<file path="src/rtl/cpri_rx_pkg.sv">
// Shared types and default timing constants for the CPRI receive scheduler.
package cpri_rx_pkg;

  typedef enum logic [1:0] {
    ST_IDLE = 2'd0,
    ST_ARB  = 2'd1,
    ST_READ = 2'd2,
    ST_GAP  = 2'd3
  } state_t;

  localparam int CHIP_LEN_DEF = 84;
  localparam int RD_LAT_DEF   = 3;
  localparam int GAP_CYC_DEF  = 2;
  localparam int BEAT_W       = 7;

endpackage

</file>
<file path="src/rtl/cpri_rx_sched_rr_arbiter.sv">
// Mask-and-rotate round-robin arbiter: lowest request above the last grant wins,
// otherwise the lowest request overall. Grant is one-hot.
module rr_arbiter #(
  parameter int N  = 4,
  parameter int IW = $clog2(N)
) (
  input  logic [N-1:0]  req,
  input  logic [IW-1:0] last,
  output logic [N-1:0]  gnt,
  output logic          any
);

  logic [N-1:0] upper;
  logic [N-1:0] req_hi;
  logic [N-1:0] pick;

  for (genvar gi = 0; gi < N; gi++) begin : g_upper
    assign upper[gi] = (gi > int'(last));
  end

  assign req_hi = req & upper;
  assign pick   = (req_hi != '0) ? req_hi : req;
  // Isolate the lowest set bit of the selected request vector.
  assign gnt    = pick & (~pick + N'(1));
  assign any    = |req;

endmodule

</file>
<file path="src/rtl/cpri_rx_sched.sv">
// CPRI receive-lane scheduler: grants one lane per chip and tags the lane read data.
// Define CPRI_RX_SCHED_ALIGN_EN for aligned rounds (all masked lanes ready, ascending order).
module cpri_rx_sched
  import cpri_rx_pkg::*;
#(
  parameter int NUM_LANES = 4,
  parameter int CHIP_LEN  = CHIP_LEN_DEF,
  parameter int RD_LAT    = RD_LAT_DEF,
  parameter int GAP_CYC   = GAP_CYC_DEF
) (
  input  logic                         i_clk,
  input  logic                         i_reset,
  input  logic                         i_rx_enable,
  input  logic [NUM_LANES-1:0]         i_lane_mask,
  input  logic [NUM_LANES-1:0]         i_lane_vld,
  input  logic                         i_dn_ready,
  output logic [NUM_LANES-1:0]         o_lane_rready,
  output logic [$clog2(NUM_LANES)-1:0] o_sel_lane,
  output logic                         o_tvalid,
  output logic                         o_sop,
  output logic                         o_eop,
  output logic [BEAT_W-1:0]            o_beat_idx,
  output logic                         o_busy,
  output logic [31:0]                  o_chip_cnt
);

  localparam int IDX_W = $clog2(NUM_LANES);
  localparam logic [BEAT_W-1:0] BEAT_LAST = BEAT_W'(CHIP_LEN - 1);
  localparam logic [7:0]        GAP_LAST  = 8'(GAP_CYC - 1);

  typedef struct packed {
    logic              vld;
    logic              sop;
    logic              eop;
    logic [BEAT_W-1:0] idx;
    logic [IDX_W-1:0]  sel;
  } beat_t;

  state_t             state_reg, state_next;
  logic [IDX_W-1:0]   ptr_reg, ptr_next;
  logic [IDX_W-1:0]   grant_reg, grant_next;
  logic [BEAT_W-1:0]  beat_reg, beat_next;
  logic [7:0]         gap_reg, gap_next;
  logic [31:0]        chip_cnt_reg, chip_cnt_next;

  logic [NUM_LANES-1:0] arb_req;
  logic [NUM_LANES-1:0] arb_gnt;
  logic [IDX_W-1:0]     arb_ptr;
  logic [IDX_W-1:0]     arb_idx;
  logic                 arb_any;
  logic [NUM_LANES-1:0] rready;
  logic                 last_beat;
  beat_t                stage_in;
  beat_t                pipe_out;

`ifdef CPRI_RX_SCHED_ALIGN_EN
  logic [NUM_LANES-1:0] pend_reg, pend_next;
  logic                 round_open;

  // A new round opens only when every masked lane holds a chip; within a round
  // the pointer is pinned so pending lanes are served lowest index first.
  always_comb begin
    round_open = (i_lane_mask != '0) && ((i_lane_mask & i_lane_vld) == i_lane_mask);
    if (pend_reg != '0) begin
      arb_req = pend_reg & i_lane_mask;
    end else if (round_open) begin
      arb_req = i_lane_mask;
    end else begin
      arb_req = '0;
    end
    arb_ptr = IDX_W'(NUM_LANES - 1);
  end

  always_comb begin
    pend_next = pend_reg;
    if (state_reg == ST_ARB && i_rx_enable) begin
      pend_next = arb_any ? (arb_req & ~arb_gnt) : '0;
    end
  end

  always_ff @(posedge i_clk) begin
    if (i_reset) begin
      pend_reg <= '0;
    end else begin
      pend_reg <= pend_next;
    end
  end
`else
  always_comb begin
    arb_req = i_lane_mask & i_lane_vld;
    arb_ptr = ptr_reg;
  end
`endif

  rr_arbiter #(
    .N  (NUM_LANES),
    .IW (IDX_W)
  ) u_arb (
    .req  (arb_req),
    .last (arb_ptr),
    .gnt  (arb_gnt),
    .any  (arb_any)
  );

  always_comb begin
    arb_idx = '0;
    for (int i = 0; i < NUM_LANES; i++) begin
      if (arb_gnt[i]) begin
        arb_idx = IDX_W'(i);
      end
    end
  end

  always_comb begin
    state_next    = state_reg;
    ptr_next      = ptr_reg;
    grant_next    = grant_reg;
    beat_next     = beat_reg;
    gap_next      = gap_reg;
    chip_cnt_next = chip_cnt_reg;
    rready        = '0;
    last_beat     = 1'b0;
    case (state_reg)
      ST_IDLE: begin
        if (i_rx_enable) begin
          state_next = ST_ARB;
        end
      end
      ST_ARB: begin
        if (!i_rx_enable) begin
          state_next = ST_IDLE;
        end else if (arb_any) begin
          grant_next = arb_idx;
          ptr_next   = arb_idx;
          beat_next  = '0;
          state_next = ST_READ;
        end
      end
      ST_READ: begin
        rready[grant_reg] = i_dn_ready;
        if (i_dn_ready) begin
          if (beat_reg == BEAT_LAST) begin
            last_beat     = 1'b1;
            beat_next     = '0;
            gap_next      = '0;
            chip_cnt_next = chip_cnt_reg + 32'd1;
            state_next    = ST_GAP;
          end else begin
            beat_next = beat_reg + BEAT_W'(1);
          end
        end
      end
      ST_GAP: begin
        if (gap_reg == GAP_LAST) begin
          state_next = i_rx_enable ? ST_ARB : ST_IDLE;
        end else begin
          gap_next = gap_reg + 8'd1;
        end
      end
      default: state_next = ST_IDLE;
    endcase
  end

  always_ff @(posedge i_clk) begin
    if (i_reset) begin
      state_reg    <= ST_IDLE;
      ptr_reg      <= IDX_W'(NUM_LANES - 1);
      grant_reg    <= '0;
      beat_reg     <= '0;
      gap_reg      <= '0;
      chip_cnt_reg <= '0;
    end else begin
      state_reg    <= state_next;
      ptr_reg      <= ptr_next;
      grant_reg    <= grant_next;
      beat_reg     <= beat_next;
      gap_reg      <= gap_next;
      chip_cnt_reg <= chip_cnt_next;
    end
  end

  // Tags are zeroed on idle cycles so the data path sees clean sideband.
  always_comb begin
    stage_in     = '0;
    stage_in.vld = |rready;
    stage_in.sop = (|rready) && (beat_reg == '0);
    stage_in.eop = last_beat;
    if (|rready) begin
      stage_in.idx = beat_reg;
      stage_in.sel = grant_reg;
    end
  end

  // Never flushed on grant change: each beat carries its own lane tag.
  for (genvar gi = 0; gi < RD_LAT; gi++) begin : g_pipe
    beat_t stage_reg;
    if (gi == 0) begin : g_head
      always_ff @(posedge i_clk) begin
        if (i_reset) begin
          stage_reg <= '0;
        end else begin
          stage_reg <= stage_in;
        end
      end
    end else begin : g_tail
      always_ff @(posedge i_clk) begin
        if (i_reset) begin
          stage_reg <= '0;
        end else begin
          stage_reg <= g_pipe[gi-1].stage_reg;
        end
      end
    end
  end

  assign pipe_out = g_pipe[RD_LAT-1].stage_reg;

  // Outputs are forced low while reset is held, even before the first reset edge.
  assign o_lane_rready = i_reset ? '0 : rready;
  assign o_tvalid      = !i_reset && pipe_out.vld;
  assign o_sop         = !i_reset && pipe_out.sop;
  assign o_eop         = !i_reset && pipe_out.eop;
  assign o_beat_idx    = i_reset ? '0 : pipe_out.idx;
  assign o_sel_lane    = i_reset ? '0 : pipe_out.sel;
  assign o_busy        = !i_reset && (state_reg != ST_IDLE);
  assign o_chip_cnt    = i_reset ? '0 : chip_cnt_reg;

endmodule

</file>
<file path="config.mk">
export PLATFORM = sky130hd
export DESIGN_NAME = cpri_rx_sched
export DESIGN_NICKNAME = d
export VERILOG_FILES = /design/src/rtl/cpri_rx_pkg.sv /design/src/rtl/cpri_rx_sched_rr_arbiter.sv /design/src/rtl/cpri_rx_sched.sv
export SDC_FILE = /design/constraint.sdc
export NUM_CORES = 1
export LEC_CHECK = 0
export ABC_AREA = 1
export CAP_MARGIN = 20
export CORE_AREA = 2 2 103 105
export DETAILED_ROUTE_END_ITERATION = 8
export DIE_AREA = 0 0 105 107
export PLACE_DENSITY = 0.71
export SLEW_MARGIN = 30
export SYNTH_ARGS = -nofsm -noshare
export SYNTH_HDL_FRONTEND = slang
export SYNTH_SLANG_ARGS = --single-unit
</file>
<file path="constraint.sdc">
create_clock -name i_clk -period 2 [get_ports i_clk]
set_input_delay 0.4 -clock i_clk [delete_from_list [all_inputs] [get_ports i_clk]]
set_output_delay 0.4 -clock i_clk [all_outputs]
set_load 0.01 [all_outputs]
</file>
==> impl.org, run 1 <==
** Power
- In this run the static leakage power is 2.08 nW.
- VDD sags by at most 0.000377 V.
- Power per cell area :: 572 mW/mm^2

** Critical path
- In this run the worst setup path terminates at o_busy.
- Capture instance of the worst register-to-register path :: chip_cnt_reg[9]
- Category of the most critical setup path :: flop to output port
- CP startpoint kind :: flop
- Crit path arrival time :: 1530 ps
- Data required, critical path :: 1600 ps
- Minimum setup slack among reg-to-reg paths :: 250 ps
- Setup crit end kind :: output port
- For the worst flop-to-flop path, the logic depth is 8.
- The worst register-to-register path begins at beat_reg[1].
- Of all nets on the critical path, the largest fanout is 4.

** Layout
- From synthesis to final layout, the design area changed by 23.4%.
- In the final design database the tool counted 794 nets.
- Utilization of the core after routing :: 54.6%
- The library cells used most frequently in the layout, excluding fill and tap cells, are nand2_1, nor2_1, inv_1.
- Commonest non-fill, non-tap cell in the layout :: nand2_1
- Fillers :: 1045
- Design Area, Final :: 0.00551 mm^2
- The register with the most flip-flops in the layout has 36 of them.
- In the final layout, the share of cells above drive strength 1 is 8.59%.
- The repair_antennas step left the layout with diodes totalling 0.

** Clock network
- Counting every sink on the clock net gives 89.
- Clk buf depth :: 2
- Clock latency on the worst-skew pair, taken at its later pin, is 360 ps.
- Buffers inserted to repair hold after CTS numbered 0.
- TritonCTS built the clock tree.
- After clock tree synthesis, the clock-pin slew on the worst setup and hold paths is 90 ps.
- Clock tree root buffer cell :: clkbuf_8
- CTS H-tree lvls :: 3
- Counting the buffers created by CTS gives 9.

** Run status
- The run finished with clean final reports.

** GRT
- Vias in the first global route :: 4094
- First-pass GRT wire length :: 18.7 mm
- After global routing, the most crowded layer is met2.
- GRT overflow :: 0
- Met1 global-route usage :: 28.3%
- Initial antenna violation count :: 0
- Total Routing Usage GR :: 20.6%
- Met3 routing resource usage after global routing :: 3.59%
- GRT met2 Usage :: 33.2%
- Entering global routing, the biggest net connects 34 pins.

** STA
- Setup violations remaining at the end of the flow were counted as 0.
- Tmin final :: 1930 ps
- In this run the tightest slew margin relative to its limit is 66.6%.
- The number of endpoints with negative hold slack in the final report was 0.
- The number of slew-limit violations in the final report came to 0.
- The worst path uses 96.4% of the clock period.
- After layout, the worst setup slack is 71.3 ps.
- Between clock sinks in the finished design, the worst skew comes to 12.1 ps.
- At the pin with the least slew margin, the transition time is 497 ps.
- Unrepaired setup endpoints after global routing :: no
- Maximum frequency from static timing analysis :: 518 MHz
- Total negative setup slack :: 0 ps

** Detailed routing
- Initial drt markers :: 197
- In the routed design, unresolved DRC markers number 0.
- Summed over all layers, the routed wires come to 11.1 mm.
- Dividing the detail-routed wire length by the instance count gives 12.1 um.
- Detailed-routing iteration count for the pre-antenna-repair pass :: 5
- Antenna viol nets, final :: 0
- In the routed layout, each cell is associated on average with a via count of 4.76.
- Across all layers, the routed design uses 4358 vias.

** Place
- Once detailed placement completed, the half-perimeter wirelength came to 8.50 mm.
- Routability-driven placement finished with a final weighted congestion of 0.932.
- Minimum setup slack after placement :: -351 ps
- In this run the cell area measured after placement is 0.00532 mm^2.
- In this run the tool buffered the top-level ports with 60 buffer cells.

** Floorplanning
- The floorplan has 37 rows.
- The floorplan step defined a die boundary enclosing 0.0112 mm^2.
- The floorplan step set the die width to 105 um.
- Number of top-level pins :: 61
- Effective utilization at floorplan :: 44.2%
- Floorplan core area :: 0.0101 mm^2
- Die Ht :: 107 um

** Min path
- Path class of the lowest-slack min-delay path :: input port to flop

** Synthesis
- The synthesized design contains 89 register bits.
- Mapped Nets :: 721
- After technology mapping, the gate count stands at 704.
- Post-synth top area cell :: dfxtp_1
- Area of the mapped netlist :: 0.00446 mm^2
- Proportion of synthesized chip area in sequential cells :: 39.9%
- Yosys warnings :: 0
- Among all flip-flop cells after synthesis, the most frequent one is dfxtp_1.
- Dominant cells by area after synthesis :: dfxtp_1, nand2_1, nor2_1
- Number of synthesized flops with an enable pin :: 0
- Summed over its instances, the top area cell type makes up 39.9% of the synthesized netlist area.
- Avg Synthesized Cell Area :: 6.34 um^2
- In this run, distinct cell masters in the synthesized netlist total 33.
- Fraction of registers with async set or reset after synthesis :: 0%

** Flow run
- Number of violations of the max-capacitance limit :: 0
==> cells in the mapped netlist, types with 4 or more instances <==
cell,n
nand2_1,177
nor2_1,158
inv_1,111
dfxtp_1,89
a21oi_1,39
nand3_1,32
nor3_1,15
clkbuf_1,10
o21ai_0,10
xor2_1,7
nand4_1,6
ha_1,5
inv_2,5
nor2_4,5
nor2_2,4
==> worst min path at each step <==
stage                                 start                       to  slack (ps)  cells after the start
floorplan            g_pipe[0].stage_reg[0]   g_pipe[1].stage_reg[0]         390                      2
global placement     g_pipe[1].stage_reg[8]   g_pipe[2].stage_reg[8]         390                      2
detailed placement  g_pipe[0].stage_reg[11]  g_pipe[1].stage_reg[11]         390                      2
CTS                                 i_reset   g_pipe[1].stage_reg[7]         290                      2
global route                        i_reset  g_pipe[0].stage_reg[11]         300                      2
finish                              i_reset   g_pipe[2].stage_reg[6]         310                      2
==> per-layer routing <==
layer	routed length [um]	vias to the layer above
met5	0	-
met1	5360	1970
met2	4970	101
met4	136	0
met3	606	12
li1	-	2275
==> power by group <==
part | switching, mW | internal [mW]
Sequential | 0.0120 | 1.78
Combinational | 0.119 | 0.0805
Clock | 0.638 | 0.516
Total | 0.769 | 2.38
==> what timing repair did <==
item | CTS | global route
gates resized for setup | 12 | 9
cloned | 0 | 0
setup buffers | 0 | 0
endpoints found under the hold margin | 0 | 0
setup endpoints to repair | 5 | 9
==> final cells by class <==
cell class,count,area (um^2),area share (%)
clock buffers,11,151,2.75
clock inverters,3,26.3,0.477
inverters,117,440,8.00
multi-input cells,481,2170,39.3
flip-flops and latches,89,1790,32.5
well taps,136,170,3.09
repair buffers,79,764,13.9
==> metrics by stage <==
| step | instances | power [mW] | hold slack (ps) |
|---|---|---|---|
| 2_1_floorplan | 704 | 1.95 | 388 |
| 5_1_grt | 916 | 3.28 | 305 |
| 6_report | 916 | 3.15 | 313 |
| 3_3_place_gp | 902 | 2.03 | 389 |
| 3_5_place_dp | 902 | 2.04 | 393 |
| 4_1_cts | 916 | 3.18 | 291 |
==> worst max-delay path, stage by stage (launching register included) <==
cell and delay (ps):
dfxtp_2 360, buf_4 130, nor2_1 50, nor2_1 100, clkdlybuf4s50_1 540
==> kinds of logic (layout without fill, tap and decap cells) <==
logic type,after synthesis,after routing,share of synthesized area (%)
simple gates,410,410,38.7
fa+ha+maj,5,5,1.40
xor+xnor,7,7,1.37
compound gates,59,59,6.90
buf+inv,134,210,11.7
flops,89,89,39.9
No activity file was read; power rests on OpenSTA's default activity.
==> run 2, diff against run 1 <==
--- a/config.mk
+++ b/config.mk
@@ -7,9 +7,9 @@
 export LEC_CHECK = 0
 export ABC_AREA = 1
 export CAP_MARGIN = 20
-export CORE_AREA = 2 2 103 105
+export CORE_AREA = 5 5 106 108
 export DETAILED_ROUTE_END_ITERATION = 8
-export DIE_AREA = 0 0 105 107
+export DIE_AREA = 0 0 111 113
 export PLACE_DENSITY = 0.71
 export SLEW_MARGIN = 30
 export SYNTH_ARGS = -nofsm -noshare
==> impl.org, run 2 (synthesis gave the netlist of run 1 again) <==
** Run status
- Run status :: finished, final reports clean

** Layout
- The total inserted antenna cells came to 0 (unchanged).
- Number of flip-flops under the largest register name :: 36 (unchanged)
- Fillers :: 1005 (-3.8%)
- The fraction of final layout cells with drive strength greater than 1 was 8.67% (+0.084 points).
- Area grow syn2layout :: 24.4%
- Leading cell types in the layout, fill and taps excluded :: nand2_1, nor2_1, inv_1
- The net count reported at finish was 796 (+0.25%).
- Commonest non-fill, non-tap cell in the layout :: nand2_1

** GRT
- First-pass GRT wire length :: 18.7 mm (unchanged)
- The leftover overflow at the end of global routing is 0 (unchanged).
- The number of antenna violations at the first check in global routing came to 0 (unchanged).
- The largest net degree at the start of global routing came to 30 (-12%).
- Total Routing Usage GR :: 18.0% (-2.6 points)
- Vias in the first global route :: 4123 (+0.71%)

** Clock network
- The count of hold-fix buffers inserted at cts is 0 (unchanged).
- The total number of H-tree levels was 3 (unchanged).
- Clock tree root buffer cell :: clkbuf_8
- Num CTS Buffers :: 9 (unchanged)
- The clock edge transition at the registers on the reported setup and hold paths came to 90 ps (about the same).
- The deepest clock path buffer count came to 2 (unchanged).
- The clock sink total was 89 (unchanged).
- The insertion delay to the later sink of the worst-skew pair came to 360 ps (about the same).
- TritonCTS built the clock tree.

** STA
- The number of setup violations in the final report was 0 (unchanged).
- Hold Fails Final Rpt :: 0 (unchanged)
- Clock skew :: 12.6 ps (+0.483 ps)
- The maximum clock rate was 519 MHz (about the same).
- Rel. slew slack :: 71.2% (+4.6 points)
- The number of slew-limit violations in the final report is 0 (unchanged).
- The final worst setup slack came to 71.9 ps (+0.647 ps).
- The actual transition at the worst max-transition pin is 428 ps (-69.1 ps).
- Tmin final :: 1930 ps (-0.647 ps)
- Setup repair after global routing left no endpoint under its margin.
- Fraction of the cycle the final worst path needs :: 96.4% (about the same)

** Critical path
- STA classifies the critical path endpoint as an output port.
- The worst endpoint data arrival time came to 1530 ps (about the same).
- The critical path is of the flop to output port type.
- Data required, critical path :: 1600 ps (about the same)
- Critical Path Fanout Max :: 3 (-1)
- The worst setup path is launched from a flop.

** Detailed routing
- The post-detailed-route via-to-cell ratio came to 4.67 (-1.9%).
- The average wire per standard cell was 12.2 um (+0.46%).
- DRC Markers :: 0 (unchanged)
- The post-route antenna net violation count was 0 (unchanged).
- Detailed-routing iteration count for the pre-antenna-repair pass :: 4 (-1)
- The first-iteration detailed-routing DRC count was 204 (+3.6%).
- Vias post-DR :: 4296 (-1.4%)
- Detailed-route wire length :: 11.2 mm (+0.90%)

** Place
- Minimum setup slack after placement :: -310 ps (+41.1 ps)
- The routability-driven placement congestion ratio is 0.903 (-3.2%).
- Post-detailed-placement half-perimeter wirelength :: 8.60 mm (+1.2%)
- The number of buffer cells added on primary ports was 60 (unchanged).

** Floorplanning
- The effective utilization at floorplan is 44.0% (-0.20 points).
- The floorplan die area was 0.0125 mm^2 (+12%).
- The number of top-level design ports came to 61 (unchanged).
- Floorplan core area :: 0.0101 mm^2 (+0.46%)
- The horizontal die dimension came to 111 um (+5.7%).
- The count of standard-cell rows came to 37 (unchanged).
- Die Ht :: 113 um (+5.6%)

** Min path
- Path class of the lowest-slack min-delay path :: flop to flop

** Power
- Total power consumption of the routed design :: 3.37 mW (+7.1%)
- Worst-case vdd ir drop :: 0.000291 V (-23%)
- The cell area power density was 608 mW/mm^2 (+6.2%).
- Static Leak :: 2.12 nW (+1.8%)

** Flow run
- Number of violations of the max-capacitance limit :: 0 (unchanged)
## run 2: changes by cell type in the layout (fill, tap and decap cells not counted), sizes merged, moves of 2 or more
cell           delta
clkdlybuf4s50     -2
clkbuf            +2
dlygate4sd2       +2
buf               +2
clkdlybuf4s15     -2
bufinv            +2
## run 2: cell type report
cell class | count | area, um^2 | share of cell area [%]
multi-input cells | 481 | 2160 | 38.9
flip-flops and latches | 89 | 1790 | 32.2
repair buffers | 81 | 778 | 14.0
inverters | 117 | 440 | 7.93
well taps | 136 | 170 | 3.07
clock buffers | 11 | 131 | 2.37
clock inverters | 5 | 87.6 | 1.58
## run 2: timing repair
item / in CTS / in global routing
setup endpoints to repair: 6 / 8
resized for setup: 10 / 11
pin swaps: 0 / 0
setup buffers: 0 / 0
## run 2: final timing paths
path              slack (ps)                endpoint                    from  depth (start not counted)
hold / removal           400  g_pipe[1].stage_reg[7]  g_pipe[0].stage_reg[7]                          2
setup / recovery          70          o_chip_cnt[11]        chip_cnt_reg[11]                          3
setup reg to reg         270        chip_cnt_reg[16]         chip_cnt_reg[1]                          7
hold reg to reg          400  g_pipe[1].stage_reg[7]  g_pipe[0].stage_reg[7]                          2
## run 2: per-layer routing
metal	routed length [um]	GRT usage [%]	vias to the layer above	part of all wire [%]
met5	0	0	-	0
met4	167	6.49	0	1.5
met3	522	2.78	13	4.7
met2	5060	29.7	81	45
met1	5430	23.9	1918	49
li1	-	-	2284	-
## run 2: stage by stage
stage / utilization, % / cells / hold slack (ps) / TNS (ps) / instance area, um^2
after floorplan: - / 704 / 388 / 0 / 4460
after global placement: 52.7 / 904 / 389 / -1190 / 5340
after detailed placement: 52.7 / 904 / 392 / -1200 / 5340
after CTS: 54.8 / 920 / 405 / 0 / 5560
after global routing: 54.8 / 920 / 420 / 0 / 5550
final: 54.8 / 920 / 403 / 0 / 5550
## run 2: power by group
| group | switching (mW) | internal (mW) |
|---|---|---|
| clock | 0.657 | 0.716 |
| combinational | 0.121 | 0.0841 |
| sequential | 0.0110 | 1.78 |
| total | 0.789 | 2.58 |
## run 2: worst max-delay path, stage by stage, from the launching register on
cell and delay (ps):
dfxtp_1 360, inv_1 70, nor2_1 160, clkdlybuf4s50_1 570
